<file path="config.mk">
export PLATFORM = sky130hd
export DESIGN_NAME = status_flag_unit_flat
export DESIGN_NICKNAME = d
export VERILOG_FILES = /design/src/rtl/status_flag_unit_if.sv /design/src/rtl/status_flag_unit.sv /design/src/flat_wrapper.sv
export SDC_FILE = /design/constraint.sdc
export NUM_CORES = 1
export LEC_CHECK = 0
export ABC_AREA = 0
export BUFFER_PORTS_ARGS = -buffer_cell sky130_fd_sc_hd__buf_2
export CAP_MARGIN = 15
export CORE_ASPECT_RATIO = 1.1
export CORE_MARGIN = 1.5
export CORE_UTILIZATION = 56
export CTS_CLUSTER_DIAMETER = 40
export CTS_CLUSTER_SIZE = 16
export DETAILED_ROUTE_END_ITERATION = 7
export PLACE_DENSITY = 0.8
export SYNTH_ARGS = -nofsm -noshare
export SYNTH_HDL_FRONTEND = slang
export SYNTH_SLANG_ARGS = --single-unit
</file>
<file path="constraint.sdc">
create_clock -name clk_in -period 2.6 [get_ports clk_in]
set_input_delay 0.26 -clock clk_in [delete_from_list [all_inputs] [get_ports clk_in]]
set_output_delay 0.26 -clock clk_in [all_outputs]
set_load 0.02 [all_outputs]
</file>
<file path="src/rtl/status_flag_unit_if.sv">
// Bundle of flag-unit signals between the ALU/sequencer side and the flag unit.
// The master drives flag writes, condition setup and stack commands; the slave returns state.
interface status_flag_unit_if #(
  parameter int FLAG_WIDTH  = 4,
  parameter int NUM_COND    = 2,
  parameter int STACK_DEPTH = 4
);
  localparam int LVL_W = $clog2(STACK_DEPTH + 1);

  logic [FLAG_WIDTH-1:0]          status_in;
  logic                           status_write_en_in;
  logic [FLAG_WIDTH-1:0]          status_mask_in;
  logic [NUM_COND*FLAG_WIDTH-1:0] cond_sel_in;
  logic [NUM_COND*2-1:0]          cond_mode_in;
  logic [NUM_COND-1:0]            cond_eval_en_in;
  logic                           push_in;
  logic                           pop_in;
  logic                           err_clear_in;
  logic [FLAG_WIDTH-1:0]          status_out;
  logic [NUM_COND-1:0]            cond_out;
  logic [LVL_W-1:0]               stack_level_out;
  logic                           stack_full_out;
  logic                           stack_empty_out;
  logic                           stack_err_out;

  modport master (
    output status_in, status_write_en_in, status_mask_in, cond_sel_in, cond_mode_in,
           cond_eval_en_in, push_in, pop_in, err_clear_in,
    input  status_out, cond_out, stack_level_out, stack_full_out, stack_empty_out,
           stack_err_out
  );

  modport slave (
    input  status_in, status_write_en_in, status_mask_in, cond_sel_in, cond_mode_in,
           cond_eval_en_in, push_in, pop_in, err_clear_in,
    output status_out, cond_out, stack_level_out, stack_full_out, stack_empty_out,
           stack_err_out
  );
endinterface

</file>
<file path="src/rtl/status_flag_unit.sv">
// Status flag register with per-channel registered condition evaluation and a
// LIFO save/restore stack for interrupt/call entry and exit.
module status_flag_unit #(
  parameter int FLAG_WIDTH  = 4,
  parameter int NUM_COND    = 2,
  parameter int STACK_DEPTH = 4
) (
  input logic              clk_in,
  input logic              reset_n_in,
  status_flag_unit_if.slave bus
);
  localparam int LVL_W = $clog2(STACK_DEPTH + 1);

  function automatic logic eval_cond(input logic [FLAG_WIDTH-1:0] f,
                                     input logic [FLAG_WIDTH-1:0] s,
                                     input logic [1:0]            m);
    logic any_hit;
    logic all_hit;
    any_hit = |(f & s);
    all_hit = &(f | ~s);
    case (m)
      2'b00:   eval_cond = any_hit;
      2'b01:   eval_cond = ~any_hit;
      2'b10:   eval_cond = all_hit;
      default: eval_cond = ~all_hit;
    endcase
  endfunction

  logic [FLAG_WIDTH-1:0] flags_p1;
  logic [NUM_COND-1:0]   cond_p1;
  logic [LVL_W-1:0]      lvl_p1;
  logic                  err_p1;
  logic [FLAG_WIDTH-1:0] stack_mem [STACK_DEPTH];

  logic                  push_ok_p0;
  logic                  pop_ok_p0;
  logic                  stack_fault_p0;
  logic [FLAG_WIDTH-1:0] pop_data_p0;
  logic [FLAG_WIDTH-1:0] flags_next_p0;

  // Stage p0: decode stack command; push+pop together is a no-op.
  always_comb begin
    push_ok_p0     = bus.push_in && !bus.pop_in && (lvl_p1 != LVL_W'(STACK_DEPTH));
    pop_ok_p0      = bus.pop_in && !bus.push_in && (lvl_p1 != '0);
    stack_fault_p0 = (bus.push_in && !bus.pop_in && (lvl_p1 == LVL_W'(STACK_DEPTH))) ||
                     (bus.pop_in && !bus.push_in && (lvl_p1 == '0));
  end

  always_comb begin
    pop_data_p0 = '0;
    for (int i = 0; i < STACK_DEPTH; i++) begin
      if (lvl_p1 == LVL_W'(i + 1)) pop_data_p0 = stack_mem[i];
    end
  end

  // A successful restore overrides the ALU write entirely, mask included.
  always_comb begin
    flags_next_p0 = flags_p1;
    if (pop_ok_p0)
      flags_next_p0 = pop_data_p0;
    else if (bus.status_write_en_in)
      flags_next_p0 = (flags_p1 & ~bus.status_mask_in) | (bus.status_in & bus.status_mask_in);
  end

  // Stage p1: registered state.
  always_ff @(posedge clk_in or negedge reset_n_in) begin
    if (!reset_n_in) begin
      flags_p1 <= '0;
      lvl_p1   <= '0;
      err_p1   <= 1'b0;
    end else begin
      flags_p1 <= flags_next_p0;
      if (push_ok_p0)
        lvl_p1 <= lvl_p1 + LVL_W'(1);
      else if (pop_ok_p0)
        lvl_p1 <= lvl_p1 - LVL_W'(1);
      if (stack_fault_p0)
        err_p1 <= 1'b1;
      else if (bus.err_clear_in)
        err_p1 <= 1'b0;
    end
  end

  // Conditions see the flags as they stood before this edge's write or restore.
  always_ff @(posedge clk_in or negedge reset_n_in) begin
    if (!reset_n_in) begin
      cond_p1 <= '0;
    end else begin
      for (int k = 0; k < NUM_COND; k++) begin
        if (bus.cond_eval_en_in[k])
          cond_p1[k] <= eval_cond(flags_p1, bus.cond_sel_in[k*FLAG_WIDTH +: FLAG_WIDTH],
                                  bus.cond_mode_in[2*k +: 2]);
      end
    end
  end

  always_ff @(posedge clk_in) begin
    for (int i = 0; i < STACK_DEPTH; i++) begin
      if (push_ok_p0 && (lvl_p1 == LVL_W'(i))) stack_mem[i] <= flags_p1;
    end
  end

  assign bus.status_out      = flags_p1;
  assign bus.cond_out        = cond_p1;
  assign bus.stack_level_out = lvl_p1;
  assign bus.stack_full_out  = (lvl_p1 == LVL_W'(STACK_DEPTH));
  assign bus.stack_empty_out = (lvl_p1 == '0);
  assign bus.stack_err_out   = err_p1;
endmodule

</file>
<file path="src/flat_wrapper.sv">
// flat-port wrapper written by rule: the top's interface ports become plain ports
module status_flag_unit_flat 
#(
  parameter int FLAG_WIDTH  = 4,
  parameter int NUM_COND    = 2,
  parameter int STACK_DEPTH = 4
)
  (clk_in, reset_n_in, bus_status_in, bus_status_write_en_in, bus_status_mask_in, bus_cond_sel_in, bus_cond_mode_in, bus_cond_eval_en_in, bus_push_in, bus_pop_in, bus_err_clear_in, bus_status_out, bus_cond_out, bus_stack_level_out, bus_stack_full_out, bus_stack_empty_out, bus_stack_err_out);
  status_flag_unit_if #(.FLAG_WIDTH(FLAG_WIDTH), .NUM_COND(NUM_COND), .STACK_DEPTH(STACK_DEPTH)) bus_i ();
  input logic clk_in;
  input logic reset_n_in;
  input wire logic [$bits(bus_i.status_in)-1:0] bus_status_in;
  input wire logic [$bits(bus_i.status_write_en_in)-1:0] bus_status_write_en_in;
  input wire logic [$bits(bus_i.status_mask_in)-1:0] bus_status_mask_in;
  input wire logic [$bits(bus_i.cond_sel_in)-1:0] bus_cond_sel_in;
  input wire logic [$bits(bus_i.cond_mode_in)-1:0] bus_cond_mode_in;
  input wire logic [$bits(bus_i.cond_eval_en_in)-1:0] bus_cond_eval_en_in;
  input wire logic [$bits(bus_i.push_in)-1:0] bus_push_in;
  input wire logic [$bits(bus_i.pop_in)-1:0] bus_pop_in;
  input wire logic [$bits(bus_i.err_clear_in)-1:0] bus_err_clear_in;
  output wire logic [$bits(bus_i.status_out)-1:0] bus_status_out;
  output wire logic [$bits(bus_i.cond_out)-1:0] bus_cond_out;
  output wire logic [$bits(bus_i.stack_level_out)-1:0] bus_stack_level_out;
  output wire logic [$bits(bus_i.stack_full_out)-1:0] bus_stack_full_out;
  output wire logic [$bits(bus_i.stack_empty_out)-1:0] bus_stack_empty_out;
  output wire logic [$bits(bus_i.stack_err_out)-1:0] bus_stack_err_out;
  assign bus_i.status_in = bus_status_in;
  assign bus_i.status_write_en_in = bus_status_write_en_in;
  assign bus_i.status_mask_in = bus_status_mask_in;
  assign bus_i.cond_sel_in = bus_cond_sel_in;
  assign bus_i.cond_mode_in = bus_cond_mode_in;
  assign bus_i.cond_eval_en_in = bus_cond_eval_en_in;
  assign bus_i.push_in = bus_push_in;
  assign bus_i.pop_in = bus_pop_in;
  assign bus_i.err_clear_in = bus_err_clear_in;
  assign bus_status_out = bus_i.status_out;
  assign bus_cond_out = bus_i.cond_out;
  assign bus_stack_level_out = bus_i.stack_level_out;
  assign bus_stack_full_out = bus_i.stack_full_out;
  assign bus_stack_empty_out = bus_i.stack_empty_out;
  assign bus_stack_err_out = bus_i.stack_err_out;
  status_flag_unit #(.FLAG_WIDTH(FLAG_WIDTH), .NUM_COND(NUM_COND), .STACK_DEPTH(STACK_DEPTH)) u_core (.clk_in(clk_in), .reset_n_in(reset_n_in), .bus(bus_i));
endmodule
</file>
==> impl_metrics.ini <==
[outcome]
status = finished clean

[logic_synthesis]
yosysWarnings = 0
syn_inst = 147
synth-edff-count = 16
synth.area.top_cells = edfxtp_1 (32%), dfrtp_1 (16%), ha_1 (4.9%), nand2_1 (3.9%), nand2b_1 (3.3%)
synth.distinct_cells = 39
ys_seq_area_frac = 0.479
synth_flop_cell = edfxtp_1
post-synth-top-area-cell = edfxtp_1
ys_ff_latch = 26
syn_avg_cell_area_um2 = 10.4
synth_area_um2 = 1520
synth_top_area_frac = 0.315
syn_nets = 181
ys_async_sr_fraction = 0.385

[cells_and_area]
syn_to_final_growth_pct = 15.8
diodes = 0
layout.nets = 221
fillers = 188
drive_above_1_share = 0.274
final-instance-count-excl-fill = 217

[global_route]
antenna_found_initial = 0
grt_usage = 0.235
grt_pass1_wl_um = 5220
grt_pass1_vias = 1238
grt_max_degree = 15
gr-total-overflow = 0

[timing]
fin_skew_ps = 4.89
slew_headroom = 0.600
fin_tns_setup_ps = 0
slew_viol_final = 0
fmax_mhz = 468
rsz0062_at_grt = no
setup-violations-final = 0
hold_viol = 0
fin_crit_sh = 0.822
min_period_ps = 2140
worstMarginPinSlew_ps = 599

[placed_design]
dp_hpwl_um = 2520
portBuffers = 39
dp.cells = 212
globalplace.congestion = 0.797

[floorplanning]
die_y_um = 57.7
core_area_um2 = 2540
rows = 19
dieArea_um2 = 3040
initial_core_util = 0.599
die_w_um = 52.7
pin_count = 40

[power_and_ir_drop]
p_per_area_nw_per_um2 = 978
vdd_ir_drop_max_v = 0.000616
leakage_nw = 0.723

[clock_tree]
cts_buffers = 3
clkSinkCount = 26
clk_pin_slew_ps = 130
cts_tree = yes
cts-root-buf = clkbuf_4
cts_buffer_depth = 2
cts_setup_buffers = 0
clk_latency_ps = 320
htree_levels = 1

[critical_path]
cp.required_ps = 2340
critPathKind = flip-flop to output port
cp_max_fo = 8
start_kind = flip-flop
crit_arrival_ps = 1880
cp-end-kind = output port

[route]
wl_per_cell_um = 15.0
wirelength_um = 3260
drtPass1Iterations = 4
drtAntennaViolNets = 0
drt_iter0_drc = 42
drc_errors = 0
num_vias = 1312
post_drt_via_cell_ratio = 6.05

[min_path]
hold_path_class = input port to flip-flop

[job]
max_cap_viol_count = 0
==> synthesized netlist by cell type (2+ instances only) <==
cell / instances
a2111oi_2: 2
edfxtp_1: 16
a22o_1: 2
o21ai_0: 5
inv_1: 7
a32oi_1: 3
nand2_1: 16
nor3b_1: 4
nand4b_1: 2
mux2_1: 2
nor2_1: 7
nor2b_1: 7
o2111ai_1: 2
dfrtp_1: 10
buf_2: 2
ha_1: 6
nand3_1: 9
nand2b_1: 8
inv_2: 2
buf_4: 2
a221oi_1: 4
nand3b_1: 3
a21oi_1: 9
a221oi_2: 2
==> cell type report <==
cell class	count	area, um^2	share of cell area
inverter	9	33.8	0.0191
clock inverter	1	3.75	0.00213
timing repair buffer	40	205	0.116
multi-input combinational	107	731	0.414
tap	31	38.8	0.0220
clock buffer	3	22.5	0.0128
sequential	26	731	0.414
==> per-layer routing <==
| metal | global-route usage | part of all wire | wire length, um |
|---|---|---|---|
| met2 | 0.438 | 0.53 | 1730 |
| met1 | 0.263 | 0.40 | 1290 |
| met3 | 0.0361 | 0.059 | 191 |
| met4 | 0.0879 | 0.015 | 48 |
| met5 | 0 | 0 | 0 |
==> timing repair <==
item,4_1_cts,5_1_grt
resized for setup,0,0
hold endpoints to repair,10,0
setup endpoints to repair,0,0
hold buffers,1,0
==> critical path, stage by stage, from the launching register on <==
cell,delay (ps)
dfrtp_1,470
inv_1,170
ha_1,360
inv_2,100
nor2_2,240
buf_2,230
==> placed cells by master (no fill, tap or decap), types with 5 or more instances in the layout <==
cell type,synthesis,routed
nor2b_1,7,7
ha_1,6,6
buf_2,2,39
inv_1,7,7
nand2_1,16,16
nor2_1,7,7
nand2b_1,8,8
a21oi_1,9,9
dfrtp_1,10,10
edfxtp_1,16,16
nand3_1,9,9
o21ai_0,5,5
==> kinds of logic after synthesis <==
kind of cell	after synthesis	share of synthesized area
muxes	4	0.0287
buffers and inverters	14	0.0411
and+or+nand+nor	61	0.215
AOI/OAI and AO/OA	35	0.181
xor gates and xnor gates	1	0.00575
DFF	26	0.479
adders and majority gates	6	0.0493
==> power by group <==
group          switching [mW]  internal (mW)
registers               0.155          0.572
clock network           0.112         0.0563
logic                   0.503          0.327
==> through the flow <==
stage / total power, mW / utilization / instance area (um^2) / worst slack [ps] / hold WS, ps
floorplan: 1.30 / - / 1520 / 708 / -35.6
global placement: 1.52 / 0.680 / 1730 / 762 / 141
detailed placement: 1.56 / 0.680 / 1730 / 646 / 147
CTS: 1.73 / 0.694 / 1770 / 477 / 125
global route: 1.84 / 0.694 / 1770 / 332 / 116
finish: 1.73 / 0.694 / 1770 / 463 / 128
==> path summary, 6_finish.rpt <==
check	startpoint	endpoint	slack (ps)	depth (start not counted)
worst max-delay path	u_core.bus.stack_level_out[1]	bus_stack_full_out	460	5
worst min-delay path	bus_err_clear_in	u_core.bus.stack_err_out	130	2
worst max register to register	u_core.bus.stack_level_out[2]	u_core.stack_mem[3][3]	630	3
worst min register to register	u_core.bus.cond_out[1]	u_core.bus.cond_out[1]	510	2
max in group asynchronous	reset_n_in	u_core.bus.cond_out[0]	2070	2
min in group asynchronous	reset_n_in	u_core.bus.stack_level_out[2]	320	2
Note: power is estimated with default switching activity, not from simulation.
